File: src/rtl/seq_frame_tx.sv
// seq_frame_tx: emits one frame of an arithmetic sequence (base, base+step, ...)
// on a valid/ready stream, and publishes the frame's running sum and a count
// of completed frames once the last beat has been accepted.
module seq_frame_tx #(
   parameter int DATA_W = 32,
   parameter int LEN_W  = 8,
   parameter int CNT_W  = 16
) (
   input  logic              clk,
   input  logic              rst,
   input  logic              start,
   input  logic [LEN_W-1:0]  len,
   input  logic [DATA_W-1:0] base,
   input  logic [DATA_W-1:0] step,
   output logic              tvalid,
   input  logic              tready,
   output logic [DATA_W-1:0] tdata,
   output logic              tlast,
   output logic              busy,
   output logic              done,
   output logic [DATA_W-1:0] exp_sum,
   output logic [CNT_W-1:0]  frame_cnt
);

   localparam logic [1:0] IDLE = 2'd0;
   localparam logic [1:0] SEND = 2'd1;
   localparam logic [1:0] DONE = 2'd2;

   logic [1:0]        state;
   logic [LEN_W-1:0]  len_q;
   logic [DATA_W-1:0] step_q;
   logic [LEN_W-1:0]  beat;      // index of the beat currently presented
   logic [DATA_W-1:0] sum;       // sum of beats already transferred
   logic              last_beat;

   // The beat index only reaches len-1, so it never wraps even for len = 2^LEN_W-1.
   assign last_beat = (beat == len_q - 1'b1);

   // All status outputs decode straight from registered state; none of them
   // looks at tready, so tvalid cannot form a combinational path from it.
   assign tvalid = (state == SEND);
   assign tlast  = (state == SEND) && last_beat;
   assign busy   = (state == SEND) || (state == DONE);
   assign done   = (state == DONE);

   // Frame sequencing, beat generation, sum accumulation and frame counting.
   always_ff @(posedge clk) begin
      // NOTE: every register here uses <= so all of them update from the
      // values seen before the edge; a blocking '=' would let later lines see
      // the new tdata/sum and corrupt the accumulated total.
      if (rst) begin
         state     <= IDLE;
         len_q     <= '0;
         step_q    <= '0;
         beat      <= '0;
         sum       <= '0;
         tdata     <= '0;
         exp_sum   <= '0;
         frame_cnt <= '0;
      end else begin
         case (state)
            IDLE: begin
               // A zero-length request is dropped outright.
               if (start && (len != '0)) begin
                  len_q  <= len;
                  step_q <= step;
                  tdata  <= base;
                  beat   <= '0;
                  sum    <= '0;
                  state  <= SEND;
               end
            end
            SEND: begin
               // Nothing moves until the downstream side takes the beat,
               // which keeps tdata/tlast stable while stalled.
               if (tready) begin
                  sum   <= sum + tdata;
                  tdata <= tdata + step_q;
                  beat  <= beat + 1'b1;
                  if (last_beat) begin
                     exp_sum   <= sum + tdata;
                     frame_cnt <= frame_cnt + 1'b1;
                     state     <= DONE;
                  end
               end
            end
            DONE: begin
               // Single-cycle completion state; start is not looked at here.
               state <= IDLE;
            end
            default: begin
               state <= IDLE;
            end
         endcase
      end
   end

endmodule

File: config.mk
export PLATFORM = sky130hd
export DESIGN_NAME = seq_frame_tx
export DESIGN_NICKNAME = d
export VERILOG_FILES = /design/src/rtl/seq_frame_tx.sv
export SDC_FILE = /design/constraint.sdc
export NUM_CORES = 1
export LEC_CHECK = 0
export CAP_MARGIN = 15
export CORE_ASPECT_RATIO = 1.2
export CORE_MARGIN = 4
export CORE_UTILIZATION = 30
export CTS_BUF_LIST = sky130_fd_sc_hd__clkbuf_16
export DETAILED_ROUTE_END_ITERATION = 10
export PLACE_DENSITY_LB_ADDON = 0.1
export RECOVER_POWER = 50
export SLEW_MARGIN = 20
export SYNTH_ARGS = -nofsm -noshare
export SYNTH_HDL_FRONTEND = slang
export SYNTH_SLANG_ARGS = --single-unit
File: constraint.sdc
create_clock -name clk -period 5.3 [get_ports clk]
set_input_delay 1.06 -clock clk [delete_from_list [all_inputs] [get_ports clk]]
set_output_delay 1.06 -clock clk [all_outputs]
set_load 0.01 [all_outputs]
## Word-level counts from Yosys, hierarchy flattened

Cells that the tools add are included.

- Flip-flop bits (word level): 162
- Input port bits: 76

- Multiplexer cells: 13
- Equal/unequal tests: 6
- Reduce and logical (&&, ||, !) cells: 10
- Add/subtract/negate cells: 5

Operators by type and width:

| kind | number |
|---|---|
| 32-bit 2-to-1 mux | 4 |
| 32-bit case mux with 2 select lines | 2 |
| 32-bit adder | 2 |
| 16-bit by 1-bit adder with 16-bit output (second input constant) | 1 |
| 8-bit 2-to-1 mux | 2 |
| 8-bit case mux with 2 select lines | 1 |
| 3-bit AND reduction | 3 |
| 8-bit by 1-bit adder with 8-bit output (second input constant) | 1 |
| 8-bit equality test | 1 |
| 8-bit nonzero test | 1 |
| 8-bit by 1-bit subtractor with 8-bit output (second input constant) | 1 |
| 2-bit 2-to-1 mux | 3 |
| 2-bit by 1-bit != test with 1-bit output (second input constant) | 2 |
| 2-bit case mux with 2 select lines | 1 |
| 2-bit by 1-bit equality test with 1-bit output (second input constant) | 1 |
| 2-bit equality test (second input constant) | 1 |
| 1-bit logical AND | 2 |
| 2-bit logical NOT | 1 |
| 2-bit != test (second input constant) | 1 |
| 2-bit AND reduction | 1 |
| 2-bit nonzero test | 1 |
| 1-bit logical OR | 1 |

## Longest topological paths before layout

Gate-level depths: netlist (run 1).

- Word-level depth: 5
- Mapped depth: 11

## Worst setup path after synthesis (run 1)

OpenSTA, ideal clock, no wires.

- Path kind: input -> register
- Start: input len[3]
- End: register tdata[18]
- Slack: 2.182 ns
- Path buffers: 1
- Library setup time: 0.095 ns
- Required time: 5.205 ns
- Arrival time: 3.023 ns
- Cell stages on the path: 7
- Cells stage by stage: or4_1 -> o21ai_0 -> a21oi_1 -> nor2_1 -> clkbuf_1 -> nand2_1 -> a221oi_1

- Cells in the longest elaborated chain, start to end: 4

Ends and longest elaborated chain:

| element | RTL line | RTL |
|---|---|---|
| start, declared | 12 | `input logic [LEN_W-1:0] len,` |
| 8-bit nonzero test | 64 | `if (start && (len != '0)) begin` |
| 1-bit logical AND | 64 |  |
| 2-bit != test (no source line) | -- |  |
| 3-bit AND reduction (no source line) | -- |  |
| end signal, assigned | 67 | `tdata <= base;` |
| end signal, assigned | 78 | `tdata <= tdata + step_q;` |
| end, declared | 17 | `output logic [DATA_W-1:0] tdata,` |

Every way passes these cells.
A chain may end at the register's enable or synchronous reset.

## Worst setup path after layout (run 1)

- Start: register len_q[0]
- End: output tlast

- Cells in the longest elaborated chain, start to end: 3

Ends and longest elaborated chain:

| element | RTL line | RTL |
|---|---|---|
| start, declared | 30 | `logic [LEN_W-1:0] len_q;` |
| start signal, assigned | 65 | `len_q <= len;` |
| 8-bit by 1-bit subtractor with 8-bit output | 37 | `assign last_beat = (beat == len_q - 1'b1);` |
| 8-bit equality test | 37 |  |
| 1-bit logical AND | 42 | `assign tlast = (state == SEND) && last_beat;` |
| end, declared | 18 | `output logic tlast,` |

Every way passes these cells.

==> impl_metrics.ini, run 1 <==
[power]
power_density_nw_per_um2 = 306
ir_drop_mv = 0.148
pwr-share-clk_pct = 34.0
p_seq_share_pct = 37.8
p_comb_share_pct = 28.2
switching_share_pct = 34.3
leakagePower_uw = 0.00513
p_int_uw = 2470
p_sw_uw = 1290

[detailed_routing]
drt-wirelength-per-cell_um = 18.5
drtAntennaViolNets = 0
vias_per_cell = 5.28
wl_um = 32300
drtIter0Drc = 575
firstDrtPassIters = 7
route.vias.total = 9226
route.detailed.drc = 0

[cts]
ctsHoldBuffers = 0
cts_resized = 0
worst_skew_pair.late_latency_ps = 440
htree_levels = 4
cts_tree = built
cts-root-buf = clkbuf_16
cts_buffers = 17
postCtsSetupRepairBufs = 0
clock-sinks = 162
cts.clk_slew.worst_paths_ps = 70
clk_path_buf_depth = 2

[die]
dieHeight_um = 205
io_pins = 160
die_width_um = 172
die_area_um2 = 35400
rows = 71
start_util_pct = 30.7
core_area_um2 = 31600

[timing]
max_slew_margin_pct = 22.2
slew_viol_final = 0
finalSetupViolCount = 0
clock_skew_ps = 12.0
rsz0062_at_grt = no
worst_pin_slew_ps = 1170
period_share_pct = 75.8
clock.fmax_mhz = 249
fin_ws_ps = 1280
finalSetupTns_ps = 0
finalHoldWorstSlack_ps = 452
finalHoldViolations = 0
period_needed_ps = 4020

[global_route]
grt_antenna_before_repair = 0
grt-busiest-layer = met2
grt_use_met2_pct = 32.4
use_met3_pct = 2.88
grt_pass1_vias = 9063
grt_max_degree = 76
grt_use_met1_pct = 22.6
track_usage_pct = 18.2
grt_pass1_wl_um = 50400
overflow = 0

[worst_setup_path]
critPathMaxFanout = 5
path_class = reg -> out
worstPathCellList = inv_1 -> ha_1 -> or3b_2 -> nor4_1 -> o211ai_1 -> nor4_1 -> clkdlybuf4s50_1
cp_common_cell = nor4_1
r2r_setup_slack_ps = 1710
reg2reg_from = len_q[0]
r2r_end = frame_cnt[11]
worstSetupStartpointType = register
cp.required_ps = 4240
cp.arrival_ps = 2960
critPathCaptureType = output pin
slowest_delay_ps = 640
critPathSlowestCell = clkdlybuf4s50_1
worstRegToRegCells = 10

[place]
gp_congestion = 0.884
dpl_cell_area_um2 = 11700
numPortBuffers = 159
hpwl_um = 24300
place_ws_ps = 1160

[finish]
finalNetCount = 1479
mostFrequentLayoutCell = nand2_1
diodes = 0
finalInstanceArea_um2 = 12300
post-route-util_pct = 38.9
area_growth_pct = 26.4
layout-drive-gt1-share_pct = 4.16
layout_common_cells = nand2_1, dfxtp_1, a21oi_1

[min_path]
hold_path.class = reg -> reg
min_to = exp_sum[29]
worstHoldStart = exp_sum[29]
holdPathStages = 2

[yosys]
synth_ff_type = dfxtp_1
synth_edf_count = 0
synth_cell_types = 70
ys_warn_count = 0
synthArstFlopShare_pct = 0
postSynthNetCount = 1353
ys_seq_area_share_pct = 33.4
syn_inst = 1207
synth_area_per_cell_um2 = 8.05
ys_ff_latch = 162
syn_area_um2 = 9720

[outcome]
status = complete, no violations

[job]
max_cap_violations = 0
## cells in the mapped netlist, types with 6 or more instances
cell type,instances,share of area (%)
a211o_1,7,0.63
a211oi_1,22,1.7
a21o_1,32,2.5
a21oi_1,139,7.2
a221oi_1,10,0.90
a22o_1,10,0.90
a22oi_1,20,1.5
a31oi_1,8,0.51
and2_1,11,0.71
and3_1,11,0.71
clkbuf_1,58,2.2
dfxtp_1,162,33
ha_1,68,8.8
inv_1,25,0.97
mux2i_1,23,2.4
nand2_1,168,6.5
nand3_1,30,1.5
nand4_1,12,0.77
nor2_1,107,4.1
nor2b_1,7,0.45
nor3_1,19,0.98
o211ai_1,11,0.85
o21a_1,15,1.2
o21ai_0,44,2.3
o21bai_1,14,1.1
o221ai_1,6,0.54
o31ai_1,7,0.54
xnor2_1,43,3.9
xor2_1,31,2.8
## registers in the layout, summed over array words and instances, names as in the netlist
signal and cells:
len_q 8, frame_cnt 16, step_q 32, exp_sum 32, sum 32, state 2
tdata 32, beat 8
## metal layers
metal  vias up  wire length (µm)
met5         -                 0
met4         0               598
met3        42              1030
met2       186             16500
met1      4351             14100
li1       4647                 -
## how the worst max path moves through the flow
stage                         from         to  slack, ps  cells after the start
after floorplan             len[3]  tdata[18]       2180                      7
after global placement      len[3]   tdata[7]       1210                     11
after detailed placement    len[0]   tdata[7]       1160                     11
after CTS                 len_q[0]      tlast       1220                      7
after global routing      len_q[0]      tlast       1140                      7
final                     len_q[0]      tlast       1280                      7
## power by group through the flow
stage	Combinational, µW	Sequential (µW)	Clock (µW)
5_1_grt	1180	1430	1370
2_1_floorplan	672	1410	0
6_report	1060	1420	1280
3_5_place_dp	1080	1450	0
4_1_cts	1090	1430	1310
3_3_place_gp	1070	1460	0
## metrics by stage
step | std cells | power [µW]
finish | 1746 | 3760
global route | 1746 | 3970
CTS | 1745 | 3830
detailed placement | 1714 | 2530
global placement | 1714 | 2530
floorplan | 1207 | 2090
## layout make-up
class                           instances  area [µm²]
Tap cell                              401         502
Multi-Input combinational cell        955        6170
Clock inverter                         14         163
Fill cell                            3315       19300
Sequential cell                       162        3240
Inverter                               26        97.6
Clock buffer                           17         425
Timing Repair Buffer                  171        1690
## kinds of logic (layout without fill, tap and decap cells)
logic type / after synthesis / count (layout) / share of synthesized area (%)
simple gates: 403 / 403 / 18.9
mux: 23 / 23 / 2.37
xor+xnor: 74 / 74 / 6.67
fa+ha+maj: 70 / 70 / 9.16
flops: 162 / 162 / 33.4
compound gates: 385 / 385 / 26.0
buf+inv: 90 / 228 / 3.54
## worst max-delay path: cells and delay by family, from the launching register on
kind / cells / cell delay, ps
simple gates: 3 / 1060
buf+inv: 2 / 710
flops: 1 / 350
fa+ha+maj: 1 / 200
compound gates: 1 / 200
Note: power is estimated with default switching activity, not from simulation.
==> inputs of run 2 (changes only) <==
Clock period 5.3 ns to 3.7 ns, I/O delays scaled along.
==> run 2 against run 1 <==
Compared with the run above:
- register-to-register slack got worse by 1200 ps
- final area up 1.2%
- die area did not move
- highest routed layer unchanged
- sequential cell count did not move
- critical path depth is 2 lower
- sequential power is 42% higher
- sequential share of layout area is 0.32 points lower
- core utilization up 0.48 points
==> impl_metrics.ini, run 2 (synthesis results as in run 1) <==
[outcome]
status = complete, no violations

[timing]
slew_viol_final = 0
clock.fmax_mhz = 284
period_needed_ps = 3520
finalHoldViolations = 0
rsz0062_at_grt = no
worst_pin_slew_ps = 1220
max_slew_margin_pct = 18.8
finalSetupViolCount = 0
clock_skew_ps = 12.8
period_share_pct = 95.2
fin_ws_ps = 176
finalSetupTns_ps = 0
finalHoldWorstSlack_ps = 459

[cts]
cts-root-buf = clkbuf_16
cts_tree = built
clk_path_buf_depth = 2
postCtsSetupRepairBufs = 0
htree_levels = 4
clock-sinks = 162
cts.clk_slew.worst_paths_ps = 60
cts_buffers = 17
worst_skew_pair.late_latency_ps = 430

[detailed_routing]
drt-wirelength-per-cell_um = 18.4
vias_per_cell = 5.24
route.detailed.drc = 0
drtAntennaViolNets = 0
drtIter0Drc = 547
route.vias.total = 9248
wl_um = 32500
firstDrtPassIters = 8

[power]
power_density_nw_per_um2 = 432
ir_drop_mv = 0.222
leakagePower_uw = 0.00520
finalPower_uw = 5380

[place]
place_ws_ps = 491
numPortBuffers = 159
gp_congestion = 0.839
hpwl_um = 24900

[finish]
diodes = 0
regArea_um2 = 3240
mostFrequentLayoutCell = nand2_1
n_fill_cell = 3356
multi_input_area_um2 = 6180
finalNetCount = 1496
layout-drive-gt1-share_pct = 5.21
layout_common_cells = nand2_1, dfxtp_1, a21oi_1
area_growth_pct = 28.0

[global_route]
grt_pass1_wl_um = 50200
grt_pass1_vias = 8972
grt_antenna_before_repair = 0
track_usage_pct = 18.1
grt_max_degree = 76
overflow = 0

[worst_setup_path]
worstSetupStartpointType = register
path_class = reg -> out
r2r_setup_slack_ps = 560
cp.arrival_ps = 2780
cp.required_ps = 2960
critPathCaptureType = output pin
critPathMaxFanout = 5

[die]
die_width_um = 172
start_util_pct = 30.7
dieHeight_um = 205
rows = 71
die_area_um2 = 35400
core_area_um2 = 31600
io_pins = 160

[min_path]
hold_path.class = reg -> reg

[job]
max_cap_violations = 0
-- run 2: final cells by class --
class                   count  share of cell area, %
multi-input cells         955                   49.6
flip-flops and latches    162                   26.1
repair buffers            188                   14.9
well taps                 401                   4.03
clock buffers              17                   3.42
clock inverters            15                   1.16
inverters                  26                  0.784
-- run 2: report_power, final --
| part | internal (µW) | switching [µW] |
|---|---|---|
| sequential | 1860 | 158 |
| combinational | 667 | 937 |
| clock | 986 | 769 |
| total | 3510 | 1860 |
-- run 2: critical path: stages (launching register included) --
cell and delay, ps:
dfxtp_1 350, or4_1 590, a2111o_1 400, a31oi_1 390, nor4_2 110, clkdlybuf4s50_1 520
-- run 2: worst paths after layout --
kind	start	endpoint	depth (start not counted)
max reg2reg	len_q[0]	frame_cnt[11]	10
max	len_q[0]	tlast	5
min	exp_sum[12]	exp_sum[12]	2
min reg2reg	exp_sum[12]	exp_sum[12]	2
-- run 2: routing by layer --
| metal | GRT usage, % | up-vias | share of wire (%) |
|---|---|---|---|
| li1 | - | 4674 | - |
| met1 | 22.4 | 4352 | 43 |
| met2 | 32.9 | 193 | 52 |
| met3 | 2.73 | 29 | 3.3 |
| met4 | 4.47 | 0 | 1.5 |
| met5 | 0 | - | 0 |
-- run 2: repair_timing --
item | 4_1_cts | 5_1_grt
setup endpoints to repair | 0 | 1
resized for setup | 0 | 1
hold buffers | 0 | 0
-- run 2: per-stage QoR --
stage / cell area [µm²] / cells / util [%]
after floorplan: 9720 / 1207 / -
after global placement: 11900 / 1731 / 37.5
after detailed placement: 11900 / 1731 / 37.5
after CTS: 12400 / 1763 / 39.3
after global routing: 12400 / 1764 / 39.3
final: 12400 / 1764 / 39.3
